### config.mk
export PLATFORM = sky130hd
export DESIGN_NAME = bayer_dither_stream_flat
export DESIGN_NICKNAME = d
export VERILOG_FILES = /design/src/rtl/bayer_dither_stream_if.sv /design/src/rtl/bayer_dither_stream.sv /design/src/flat_wrapper.sv
export SDC_FILE = /design/constraint.sdc
export NUM_CORES = 1
export LEC_CHECK = 0
export CORE_UTILIZATION = 60
export DETAILED_ROUTE_END_ITERATION = 8
export DONT_BUFFER_PORTS = 1
export GPL_ROUTABILITY_DRIVEN = 1
export PLACE_DENSITY = 0.76
export RECOVER_POWER = 25
export SYNTH_ARGS = -nofsm -noshare
export SYNTH_HDL_FRONTEND = slang
export SYNTH_SLANG_ARGS = --single-unit
### constraint.sdc
create_clock -name clk -period 2.9 [get_ports clk]
set_input_delay 0.145 -clock clk [delete_from_list [all_inputs] [get_ports clk]]
set_output_delay 0.145 -clock clk [all_outputs]
set_load 0.01 [all_outputs]
### src/rtl/bayer_dither_stream_if.sv
// Stream bundle for the Bayer dither block: grey pixels in, dithered
// pixels out with their raster position and line/frame markers.
// "slave" is the dither block's view; "master" is the surrounding
// pipeline (upstream source plus downstream sink).
interface bayer_dither_stream_if #(
    parameter int DATA_W = 8,
    parameter int OUT_W  = 1
);
    logic              s_valid;
    logic              s_ready;
    logic [DATA_W-1:0] s_data;
    logic              s_sof;
    logic              m_valid;
    logic              m_ready;
    logic [OUT_W-1:0]  m_data;
    logic [8:0]        m_x;
    logic [8:0]        m_y;
    logic              m_eol;
    logic              m_eof;

    modport slave (
        input  s_valid, s_data, s_sof, m_ready,
        output s_ready, m_valid, m_data, m_x, m_y, m_eol, m_eof
    );

    modport master (
        output s_valid, s_data, s_sof, m_ready,
        input  s_ready, m_valid, m_data, m_x, m_y, m_eol, m_eof
    );
endinterface

### src/rtl/bayer_dither_stream.sv
// Streaming ordered (Bayer) dither from DATA_W-bit grey to OUT_W bits.
// Keeps its own raster counters, latches the matrix size at each (0,0)
// pixel and runs a two-stage pipeline with full backpressure.
// Optional feature: define DITHER_TEMPORAL_EN to shift the threshold
// pattern by half a tile each frame using a 2-bit frame counter.
module bayer_dither_stream #(
    parameter int DATA_W = 8,
    parameter int OUT_W  = 1,
    parameter int IMG_W  = 320,
    parameter int IMG_H  = 240
) (
    input  logic       clk,
    input  logic       rst,
    input  logic [1:0] cfg_mode,
    bayer_dither_stream_if.slave bus
);
    localparam logic [OUT_W-1:0] LMAX   = '1;
    localparam logic [8:0]       X_LAST = 9'(IMG_W - 1);
    localparam logic [8:0]       Y_LAST = 9'(IMG_H - 1);

    // Scale by L = 2^OUT_W-1; returns {integer part, top 6 fraction bits}.
    function automatic logic [OUT_W+5:0] quantise(input logic [DATA_W-1:0] d);
        logic [DATA_W+OUT_W-1:0] p;
        p = {{OUT_W{1'b0}}, d} * {{DATA_W{1'b0}}, LMAX};
        return {p[DATA_W+OUT_W-1:DATA_W], p[DATA_W-1 -: 6]};
    endfunction

    // Conditional increment clamped to the largest output code.
    function automatic logic [OUT_W-1:0] sat_inc(input logic [OUT_W-1:0] qv, input logic up);
        logic [OUT_W:0] s;
        s = {1'b0, qv} + {{OUT_W{1'b0}}, up};
        return (s > {1'b0, LMAX}) ? LMAX : s[OUT_W-1:0];
    endfunction

    // Bayer threshold on a 6-bit scale: interleave (x^y, y) bits, then
    // bit-reverse; reversing over 6 bits already applies the << (6-2k).
    function automatic logic [5:0] thresh6(input logic [2:0] fx, input logic [2:0] fy,
                                           input logic [1:0] fk);
        logic [5:0] v;
        logic [5:0] t;
        v = '0;
        for (int b = 0; b < 3; b++) begin
            if (b < int'(fk)) begin
                v[2*b]   = fx[b] ^ fy[b];
                v[2*b+1] = fy[b];
            end
        end
        for (int i = 0; i < 6; i++) t[i] = v[5-i];
        return t;
    endfunction

    logic             en, xfer, first_px;
    logic [8:0]       x_q, y_q, px, py, nx, ny;
    logic [1:0]       mode_q, mode_eff;
    logic [2:0]       xi, yi;
    logic [5:0]       t6_c, fi_c;
    logic [OUT_W-1:0] q_c;

    logic             vld_p1;
    logic [8:0]       x_p1, y_p1;
    logic [5:0]       t6_p1, fi_p1;
    logic [OUT_W-1:0] q_p1;

    assign en          = !bus.m_valid || bus.m_ready;
    assign bus.s_ready = en;
    assign xfer        = bus.s_valid && en;

    // Pixel position (s_sof resyncs to the origin) and next raster position.
    always_comb begin
        px       = bus.s_sof ? 9'd0 : x_q;
        py       = bus.s_sof ? 9'd0 : y_q;
        first_px = (px == 9'd0) && (py == 9'd0);
        mode_eff = first_px ? cfg_mode : mode_q;
        if (px == X_LAST) begin
            nx = 9'd0;
            ny = (py == Y_LAST) ? 9'd0 : py + 9'd1;
        end else begin
            nx = px + 9'd1;
            ny = py;
        end
    end

`ifdef DITHER_TEMPORAL_EN
    logic [1:0] fc_q, fc_eff;
    logic [2:0] half;
    logic       eof_p1;

    // End-of-frame pixels still in flight will bump the counter before the
    // pixel now entering reaches the output, so count them in advance.
    assign eof_p1 = vld_p1 && (x_p1 == X_LAST) && (y_p1 == Y_LAST);
    assign fc_eff = fc_q + {1'b0, eof_p1} + {1'b0, bus.m_valid && bus.m_eof};

    // Frame counter advances when the last pixel of a frame leaves.
    always_ff @(posedge clk or posedge rst) begin
        if (rst)
            fc_q <= 2'd0;
        else if (bus.m_valid && bus.m_ready && bus.m_eof)
            fc_q <= fc_q + 2'd1;
    end

    // Matrix index offset by N/2 along x and/or y depending on the frame.
    always_comb begin
        case (mode_eff)
            2'd1:    half = 3'd1;
            2'd2:    half = 3'd2;
            2'd3:    half = 3'd4;
            default: half = 3'd0;
        endcase
        xi = px[2:0] + (fc_eff[0] ? half : 3'd0);
        yi = py[2:0] + (fc_eff[1] ? half : 3'd0);
    end
`else
    // Pattern is fixed to the raster position.
    always_comb begin
        xi = px[2:0];
        yi = py[2:0];
    end
`endif

    // Threshold and quantiser inputs; truncation and full-scale pixels get a
    // threshold no fraction can exceed so stage 2 never increments them.
    always_comb begin
        q_c  = '0;
        fi_c = 6'd0;
        t6_c = 6'h3f;
        if (mode_eff == 2'd0) begin
            q_c = bus.s_data[DATA_W-1 -: OUT_W];
        end else if (&bus.s_data) begin
            q_c = LMAX;
        end else begin
            {q_c, fi_c} = quantise(bus.s_data);
            t6_c        = thresh6(xi, yi, mode_eff);
        end
    end

    // Raster counters, latched matrix size and stage-1 valid.
    always_ff @(posedge clk or posedge rst) begin
        if (rst) begin
            x_q    <= 9'd0;
            y_q    <= 9'd0;
            mode_q <= 2'd0;
            vld_p1 <= 1'b0;
        end else if (en) begin
            vld_p1 <= xfer;
            if (xfer) begin
                x_q <= nx;
                y_q <= ny;
                if (first_px) mode_q <= cfg_mode;
            end
        end
    end

    // ---- stage 1: position, threshold, integer level and fraction ----
    always_ff @(posedge clk) begin
        if (xfer) begin
            x_p1  <= px;
            y_p1  <= py;
            t6_p1 <= t6_c;
            q_p1  <= q_c;
            fi_p1 <= fi_c;
        end
    end

    // ---- stage 2: compare, round up, emit with raster markers ----
    always_ff @(posedge clk or posedge rst) begin
        if (rst) begin
            bus.m_valid <= 1'b0;
            bus.m_data  <= '0;
            bus.m_x     <= 9'd0;
            bus.m_y     <= 9'd0;
            bus.m_eol   <= 1'b0;
            bus.m_eof   <= 1'b0;
        end else if (en) begin
            bus.m_valid <= vld_p1;
            if (vld_p1) begin
                bus.m_data <= sat_inc(q_p1, fi_p1 > t6_p1);
                bus.m_x    <= x_p1;
                bus.m_y    <= y_p1;
                bus.m_eol  <= (x_p1 == X_LAST);
                bus.m_eof  <= (x_p1 == X_LAST) && (y_p1 == Y_LAST);
            end
        end
    end
endmodule

### src/flat_wrapper.sv
// flat-port wrapper written by rule: the top's interface ports become plain ports
module bayer_dither_stream_flat 
#(
    parameter int DATA_W = 8,
    parameter int OUT_W  = 1,
    parameter int IMG_W  = 320,
    parameter int IMG_H  = 240
)
  (clk, rst, cfg_mode, bus_s_valid, bus_s_data, bus_s_sof, bus_m_ready, bus_s_ready, bus_m_valid, bus_m_data, bus_m_x, bus_m_y, bus_m_eol, bus_m_eof);
  bayer_dither_stream_if #(.DATA_W(DATA_W), .OUT_W(OUT_W)) bus_i ();
  input  logic clk;
  input  logic rst;
  input  logic [1:0] cfg_mode;
  input wire logic [$bits(bus_i.s_valid)-1:0] bus_s_valid;
  input wire logic [$bits(bus_i.s_data)-1:0] bus_s_data;
  input wire logic [$bits(bus_i.s_sof)-1:0] bus_s_sof;
  input wire logic [$bits(bus_i.m_ready)-1:0] bus_m_ready;
  output wire logic [$bits(bus_i.s_ready)-1:0] bus_s_ready;
  output wire logic [$bits(bus_i.m_valid)-1:0] bus_m_valid;
  output wire logic [$bits(bus_i.m_data)-1:0] bus_m_data;
  output wire logic [$bits(bus_i.m_x)-1:0] bus_m_x;
  output wire logic [$bits(bus_i.m_y)-1:0] bus_m_y;
  output wire logic [$bits(bus_i.m_eol)-1:0] bus_m_eol;
  output wire logic [$bits(bus_i.m_eof)-1:0] bus_m_eof;
  assign bus_i.s_valid = bus_s_valid;
  assign bus_i.s_data = bus_s_data;
  assign bus_i.s_sof = bus_s_sof;
  assign bus_i.m_ready = bus_m_ready;
  assign bus_s_ready = bus_i.s_ready;
  assign bus_m_valid = bus_i.m_valid;
  assign bus_m_data = bus_i.m_data;
  assign bus_m_x = bus_i.m_x;
  assign bus_m_y = bus_i.m_y;
  assign bus_m_eol = bus_i.m_eol;
  assign bus_m_eof = bus_i.m_eof;
  bayer_dither_stream #(.DATA_W(DATA_W), .OUT_W(OUT_W), .IMG_W(IMG_W), .IMG_H(IMG_H)) u_core (.clk(clk), .rst(rst), .cfg_mode(cfg_mode), .bus(bus_i));
endmodule
==> flow_summary.yaml, run 1 <==
outcome:
  status: "finished, final reports clean"
setup_path:
  cpLargestDelayFamily: "simple AND/OR/NAND/NOR gates"
  reg2regPathDepth: 6
  crit_fanout: 7
  crit_path_top_delay_cell: "nor3b_1"
  timing.rr.start: "u_core.y_q[0]"
  rrSetupSlack_ps: 680
  r2r_end: "u_core.t6_p1[2]"
  path_buf_inv: 0
  critPathLaunchType: "flip-flop"
  crit_arrival_ps: 2300
  cp.depth: 6
  path_class: "flip-flop to flip-flop"
  critical-path-max-stage-delay_ps: 460
  critical_path_required_ps: 2980
  cp-end-kind: "flip-flop"
  crit_chain: "nand2_1 > ha_1 > and4bb_1 > and4_1 > nor3b_1 > o221ai_1"
synthesis:
  synth_ff_type: "dfrtp_1"
  synth_area_per_cell_um2: 11.6
  synthCells: 316
  syn_nets: 341
  syn_area_um2: 3680
  synth_top_area_share_pct: 29.2
  ys_warn_count: 0
  ys_seq_elements: 74
  synth_edf_count: 31
  synth_common_cells: "dfrtp_1, edfxtp_1, nand2_1, mux2_2, inv_1"
  synth_cell_type_count: 56
  synth_seq_area_share_pct: 54.5
  synth_top_cells_by_area: "dfrtp_1, edfxtp_1, mux2_2"
  synth_largest_area_cell: "dfrtp_1"
  synthArstFlopShare_pct: 58.1
  yosysMostFrequentCell: "dfrtp_1"
sta:
  worstMarginPinSlew_ps: 869
  layout_setup_ws_ps: 678
  timing.final.hold_violations: 0
  relSlewSlack_pct: 41.9
  final-setup-viol-count: 0
  skew_ps: 4.66
  fin_setup_tns_ps: 0
  finalMaxSlewViolations: 0
  finalCritPeriodShare_pct: 76.6
  rsz0062_at_grt: "false"
  clock.fmax_mhz: 450
  fin_crit_ps: 2220
floorplanning:
  start_util_pct: 62.2
  die_area_um2: 6450
  die_h_um: 80.3
  num_rows: 28
  boundaryPins: 38
  die_width_um: 80.3
  core_region_area_um2: 5920
global_routing:
  grt_pass1_vias: 2466
  grt_max_degree: 32
  grt_antenna_before_repair: 0
  grt-ovfl-total: 0
  grt_pass1_wl_mm: 12.1
  grt_usage_pct: 25.4
detailed_routing:
  routed_wl_mm: 7.26
  vias: 2554
  drt_iter0_markers: 171
  wl_per_cell_um: 18.1
  drcViolationCount: 0
  drt-pass1-iter-count: 5
  viasPerCell: 6.37
  ant_nets: 0
clocking:
  cts_made_buffers: 9
  cts_tree: "done"
  postCtsSetupRepairBufs: 0
  cts_hold_buf: 4
  ctsResizeCount: 0
  cts_buffer_depth: 2
  clkTransAtPathRegs_ps: 80
  h-tree-depth: 3
  cts_root_buffer: "clkbuf_8"
  clock_sinks: 74
  worstSkewPairLatency_ps: 340
hold_path:
  min_from: "bus_s_sof"
  hold_path_depth: 1
  min_path_type: "input pin to flip-flop"
  holdPathEnd: "u_core.y_p1[8]"
layout:
  drive_above_1_share_pct: 15.0
  final_nets: 346
  syn2layout_area_growth_pct: 7.62
  fillers: 445
  diodes: 0
place:
  io_buffers: 0
  place_ws_ps: 730
  globalplace.congestion: 0.924
  hpwl_mm: 5.05
pwr:
  ir_worst_vdd_mv: 0.352
  p_leak_nw: 1.66
  powerDensity_nw_per_um2: 632
job:
  cap_violations: 0
==> worst max-delay path by stage <==
stage                  start               to  slack [ps]
2_1_floorplan      bus_s_sof  u_core.t6_p1[2]         770
3_3_place_gp   u_core.y_q[0]  u_core.t6_p1[2]         830
3_5_place_dp   u_core.y_q[0]  u_core.t6_p1[2]         730
4_1_cts        u_core.y_q[0]  u_core.t6_p1[2]         710
5_1_grt        u_core.y_q[0]  u_core.t6_p1[2]         480
6_report       u_core.y_q[0]  u_core.t6_p1[2]         680
==> cell families (layout without fill, tap and decap cells) <==
logic type | Yosys count | in the layout | synth area share [%]
buffers and inverters | 30 | 40 | 3.47
AND/OR/NAND/NOR | 115 | 115 | 19.6
multiplexers | 22 | 22 | 6.63
XOR/XNOR | 4 | 4 | 0.952
flip-flops | 74 | 74 | 54.5
adder cells (fa/ha/maj) | 10 | 10 | 3.40
AO/OA/AOI/OAI | 61 | 61 | 11.4
==> cell usage in the layout, fill, tap and decap left out, drive strengths merged, types with 3 or more instances in the layout <==
master / n
clkbuf: 12
and3: 3
ha: 10
xnor2: 3
nand2: 25
a22o: 3
a21o: 5
and4: 4
a21oi: 6
nand3: 15
a221o: 3
nor4b: 3
nand2b: 5
o21ai: 16
o31ai: 3
mux2: 19
nor3: 7
mux2i: 3
nand4: 16
dfrtp: 43
inv: 15
a31oi: 4
nor2b: 14
buf: 5
nor4: 4
a21boi: 6
edfxtp: 31
clkinv: 3
a211oi: 6
dlygate4sd3: 4
nor2: 5
==> power breakdown <==
group          internal (mW)  leakage (nW)  switching (mW)
Clock                  0.356        0.0904           0.373
Combinational          0.178         0.710           0.210
Sequential              1.25         0.859           0.134
Total                   1.78          1.66           0.718
==> per-layer routing <==
layer  part of all wire [%]  global-route usage (%)  vias up
li1                       -                       -     1206
met1                     47                    35.0     1259
met2                     48                    39.9       79
met3                    4.3                    4.55       10
met4                    1.2                    10.2        0
met5                      0                       0        -
==> registers in the layout, summed over array words and instances, names as in the netlist <==
register,cells
u_core.bus.m_x,9
u_core.mode_q,2
u_core.bus.m_eol,1
u_core.bus.m_y,9
u_core.y_p1,9
u_core.fi_p1,6
u_core.t6_p1,6
u_core.x_q,9
u_core.vld_p1,1
u_core.x_p1,9
u_core.q_p1,1
u_core.y_q,9
u_core.bus.m_eof,1
u_core.bus.m_data,1
u_core.bus.m_valid,1
==> through the flow <==
| step | power [mW] | utilization (%) | std cells | cell area, µm² | hold WS [ps] |
|---|---|---|---|---|---|
| 3_5_place_dp | 1.79 | 63.2 | 381 | 3740 | 116 |
| 3_3_place_gp | 1.77 | 63.2 | 381 | 3740 | 109 |
| 6_report | 2.50 | 66.9 | 401 | 3960 | 25.9 |
| 4_1_cts | 2.52 | 66.9 | 401 | 3960 | 8.49 |
| 5_1_grt | 2.64 | 66.9 | 401 | 3960 | 2.55 |
| 2_1_floorplan | 1.69 | - | 316 | 3680 | 297 |
==> cell type report <==
cell class	instances	area, µm²	share of cell area (%)
Multi-Input combinational cell	212	1550	39.0
Timing Repair Buffer	9	77.6	1.96
Sequential cell	74	2010	50.7
Clock buffer	12	155	3.92
Tap cell	75	93.8	2.37
Inverter	15	56.3	1.42
Clock inverter	4	25.0	0.632
No activity file was read; power rests on OpenSTA's default activity.
==> inputs of run 2 (changes only) <==
clock period = 2.2 ns   (was 2.9 ns; I/O delays follow)
==> run 2 against run 1 <==
Hold slack got worse by 16 ps. Non-clock buffer count rose by 14. Flip-flop and latch count did not move. First-iteration DRC count rose by 33%. Worst setup slack got worse by 600 ps. Cell area rose by 3.0%. Clock-buffer cell count fell by 1. Critical path depth did not move. Sequential power rose by 33%. Die area did not move.
==> flow_summary.yaml, run 2 (synthesis results as in run 1) <==
outcome:
  status: "finished, final reports clean"
layout:
  seq_area_um2: 2010
  multiInputGateArea_um2: 1550
  final_nets: 360
  fillers: 430
  diodes: 0
  final_cell_mix: "dfrtp_1, edfxtp_1, nand2_1"
  finalNonFillerCells: 415
  drive_above_1_share_pct: 17.6
  final_common_cell: "dfrtp_1"
  syn2layout_area_growth_pct: 10.9
detailed_routing:
  viasPerCell: 6.35
  routed_wl_mm: 7.67
  wl_per_cell_um: 18.5
  ant_nets: 0
  drt-pass1-iter-count: 4
  vias: 2636
  drt_iter0_markers: 228
  drcViolationCount: 0
sta:
  skew_ps: 8.75
  fin_setup_tns_ps: 0
  final-setup-viol-count: 0
  relSlewSlack_pct: 54.5
  worstMarginPinSlew_ps: 679
  finalMaxSlewViolations: 0
  rsz0062_at_grt: "false"
  clock.fmax_mhz: 472
  finalCritPeriodShare_pct: 96.4
  timing.final.hold_violations: 0
  layout_setup_ws_ps: 80.2
  fin_crit_ps: 2120
pwr:
  p_sw_mw: 0.952
  p_seq_share_pct: 55.5
  combPwrFrac_pct: 16.8
  powerDensity_nw_per_um2: 807
  swShare_pct: 28.9
  total_power_mw: 3.29
  p_leak_nw: 1.73
  p_clk_share_pct: 27.7
  ir_worst_vdd_mv: 0.460
  p_int_mw: 2.34
floorplanning:
  die_h_um: 80.3
  boundaryPins: 38
  core_region_area_um2: 5920
  start_util_pct: 62.2
  die_area_um2: 6450
  num_rows: 28
  die_width_um: 80.3
hold_path:
  min_path_type: "input pin to flip-flop"
place:
  post-place-cells: 393
  globalplace.congestion: 0.898
  hpwl_mm: 5.35
  io_buffers: 0
  place_ws_ps: 147
setup_path:
  crit_fanout: 8
  path_class: "flip-flop to flip-flop"
  critPathLaunchType: "flip-flop"
  crit_arrival_ps: 2300
  critical_path_required_ps: 2380
  cp-end-kind: "flip-flop"
clocking:
  cts_tree: "done"
  cts_root_buffer: "clkbuf_8"
  postCtsSetupRepairBufs: 0
  cts_buffer_depth: 2
  clkTransAtPathRegs_ps: 70
  worstSkewPairLatency_ps: 340
  h-tree-depth: 3
  clock_sinks: 74
  cts_made_buffers: 9
global_routing:
  grt_pass1_wl_mm: 12.1
  grt-ovfl-total: 0
  grt_antenna_before_repair: 0
  grt_pass1_vias: 2521
  grt_max_degree: 36
  grt_usage_pct: 25.8
job:
  cap_violations: 0
==> run 2: changes by cell type in the layout (fill, tap and decap cells not counted), sizes merged <==
cell,previous run,this run
dlygate4sd3,4,6
clkbuf,12,11
buf,5,17
clkinv,3,4
==> run 2: worst max-delay path, stage by stage, from the launching register on <==
cell and delay [ps]:
dfrtp_1 430, nand2b_1 150, ha_1 210, and4bb_1 250, nand4_2 250, a211o_1 450
a21boi_1 220
==> run 2: power groups by stage <==
stage                     combinational (mW)  sequential (mW)  clock, mW
after floorplan                        0.429             1.80          0
after global placement                 0.501             1.85          0
after detailed placement               0.531             1.86          0
after CTS                              0.546             1.83      0.926
after global routing                   0.606             1.85      0.985
final                                  0.553             1.83      0.912
==> run 2: layer usage <==
metal  up-vias  GRT usage [%]  share of wire (%)
met5         -              0                  0
met1      1286           32.8                 44
met2       104           41.5                 48
met4         0           13.9                2.9
met3        23           5.00                4.9
li1       1223              -                  -
==> run 2: per-stage QoR <==
step	cell area, µm²	utilization, %	hold slack [ps]
6_report	4080	68.9	9.93
5_1_grt	4080	68.9	0.989
4_1_cts	4060	68.6	1.83
3_5_place_dp	3840	64.9	42.2
3_3_place_gp	3840	64.9	37.7
2_1_floorplan	3680	-	262
==> run 2: cell type report <==
type | instances | area share [%]
Sequential cell | 74 | 49.2
Multi-Input combinational cell | 212 | 38.1
Timing Repair Buffer | 23 | 4.91
Clock buffer | 11 | 3.47
Tap cell | 75 | 2.30
Inverter | 15 | 1.38
Clock inverter | 5 | 0.705
==> run 2: final timing paths <==
check	startpoint	end	slack, ps	cells after the start
worst max-delay path	u_core.y_q[1]	u_core.fi_p1[2]	80	6
worst min-delay path	bus_s_sof	u_core.y_q[4]	10	3
worst max register to register	u_core.y_q[1]	u_core.fi_p1[2]	80	6
worst min register to register	u_core.q_p1	u_core.bus.m_data	490	2
max in group asynchronous	rst	u_core.x_q[0]	1260	3
min in group asynchronous	rst	u_core.bus.m_data	240	2
==> run 2: what timing repair did <==
item / 4_1_cts / 5_1_grt
hold buffers: 5 / 1
endpoints found under the setup margin: 0 / 2
resized for setup: 0 / 1
hold endpoints to repair: 37 / 1
==> inputs of run 3 (changes only) <==
clock period = 2 ns   (was 2.2 ns; I/O delays follow)
==> run 3 against run 2 <==
Cell area grew 5.2%. Cell count up 3.9%. Clock skew shrank 1.9 ps. Routed wire length up 4.0%. Combinational power up 27%. Utilization is 3.6 points higher. Critical endpoint is now u_core.fi_p1[5]. Largest power group unchanged.
==> flow_summary.yaml, run 3 (synthesis results as in run 1) <==
setup_path:
  critPathLaunchType: "flip-flop"
  timing.rr.start: "u_core.x_q[1]"
  critPathLaunch: "u_core.x_q[1]"
  crit_path_top_delay_cell: "dfrtp_1"
  critical-path-max-stage-delay_ps: 410
  crit_arrival_ps: 2040
  crit_chain: "nand2_1 > ha_2 > and4bb_1 > nand4_4 > buf_6 > nand3b_1 > a21boi_2"
  critical_path_required_ps: 2080
  cp-end-kind: "flip-flop"
  crit_fanout: 6
  path_class: "flip-flop to flip-flop"
detailed_routing:
  wl_per_cell_um: 18.5
  drt_iter0_markers: 328
  vias: 2711
  route.met3.wl_um: 548
  wl_met1_mm: 3.54
  routed_wl_mm: 7.97
  drcViolationCount: 0
  viasPerCell: 6.29
  top_layer: "met4"
  routed-wl-met2_mm: 3.75
  ant_nets: 0
  drt-pass1-iter-count: 5
layout:
  fillers: 396
  final_nets: 376
  final_common_cell: "dfrtp_1"
  seq_area_um2: 2010
  final_util_pct: 72.5
  final_cell_mix: "dfrtp_1, buf_4, edfxtp_1"
  syn2layout_area_growth_pct: 16.7
  diodes: 0
  drive_above_1_share_pct: 25.0
  finalNonFillerCells: 431
  multiInputGateArea_um2: 1610
  stdcell_area_um2: 4290
floorplanning:
  boundaryPins: 38
  num_rows: 28
  core_region_area_um2: 5920
  die_area_um2: 6450
  die_width_um: 80.3
  die_h_um: 80.3
  start_util_pct: 62.2
clocking:
  cts_root_buffer: "clkbuf_8"
  cts_tree: "done"
  clock_sinks: 74
  worstSkewPairLatency_ps: 340
  h-tree-depth: 3
  cts_made_buffers: 9
  cts_buffer_depth: 2
  clkTransAtPathRegs_ps: 80
pwr:
  p_leak_nw: 1.84
  total_power_mw: 3.92
  ir_worst_vdd_mv: 0.570
  powerDensity_nw_per_um2: 912
sta:
  timing.final.hold_violations: 0
  skew_ps: 6.87
  relSlewSlack_pct: 53.2
  finalMaxSlewViolations: 0
  fin_crit_ps: 1960
  worstMarginPinSlew_ps: 700
  clock.fmax_mhz: 509
  finalCritPeriodShare_pct: 98.2
  final-setup-viol-count: 0
  holdWs_ps: 18.5
place:
  hpwl_mm: 5.44
  io_buffers: 0
  globalplace.congestion: 0.938
  post-place-cells: 403
  post_dp_cell_area_um2: 3910
global_routing:
  grt_pass1_wl_mm: 12.6
  grt_max_degree: 26
  grt_usage_pct: 26.5
  grt_antenna_before_repair: 0
  grt-ovfl-total: 0
  grt_pass1_vias: 2518
hold_path:
  min_path_type: "input pin to flip-flop"
  min_from: "bus_s_data[5]"
outcome:
  status: "finished, final reports clean"
job:
  cap_violations: 0
==> run 3: cell count changes in the layout (fill, tap and decap cells not counted), moves of 2 or more <==
| cell | change |
|---|---|
| ha_1 | -2 |
| nor4_2 | -2 |
| ha_2 | +2 |
| nor4_4 | +2 |
| a21boi_2 | +3 |
| buf_4 | +16 |
| a21boi_1 | -3 |
==> run 3: timing repair <==
| item | 4_1_cts | 5_1_grt |
|---|---|---|
| endpoints found under the setup margin | 0 | 17 |
| hold buffers | 6 | 0 |
| gates resized for setup | 0 | 14 |
| buffers inserted | 0 | 6 |
| endpoints found under the hold margin | 38 | 0 |
==> run 3: worst paths after layout <==
check | cells after the start | slack (ps) | to
worst max register to register | 7 | 40 | u_core.fi_p1[5]
worst min register to register | 2 | 470 | u_core.bus.m_data
max in group asynchronous | 3 | 1070 | u_core.y_q[6]
min in group asynchronous | 2 | 210 | u_core.bus.m_x[7]
worst max-delay path | 7 | 40 | u_core.fi_p1[5]
worst min-delay path | 1 | 20 | u_core.fi_p1[3]
==> run 3: critical path, delay by kind of cell (launching register included) <==
family,cells,cell delay [ps]
DFF,1,410
and+or+nand+nor,4,810
buffers and inverters,1,180
AOI/OAI and AO/OA,1,110
adders and majority gates,1,190
==> run 3: layout make-up <==
cell class / count / area share, %
clock buffer: 10 / 3.47
clock inverter: 6 / 1.46
inverter: 15 / 1.31
multi-input combinational: 212 / 37.6
sequential: 74 / 46.7
tap: 75 / 2.19
timing repair buffer: 39 / 7.26
==> run 3: layer usage <==
layer	track usage, %	up-vias
met2	40.6	111
met4	11.3	0
met1	36.2	1336
li1	-	1252
met3	5.91	12
met5	0	-
==> run 3: stage by stage <==
stage / setup TNS [ps] / worst slack (ps)
4_1_cts: 0 / 6.02
3_5_place_dp: 0 / 18.3
3_3_place_gp: 0 / 144
5_1_grt: -388 / -74.3
2_1_floorplan: 0 / 47.1
6_report: 0 / 35.3
==> run 3: where the power goes <==
part	internal, mW	switching (mW)
clock	0.650	0.565
sequential	1.81	0.187
combinational	0.340	0.363
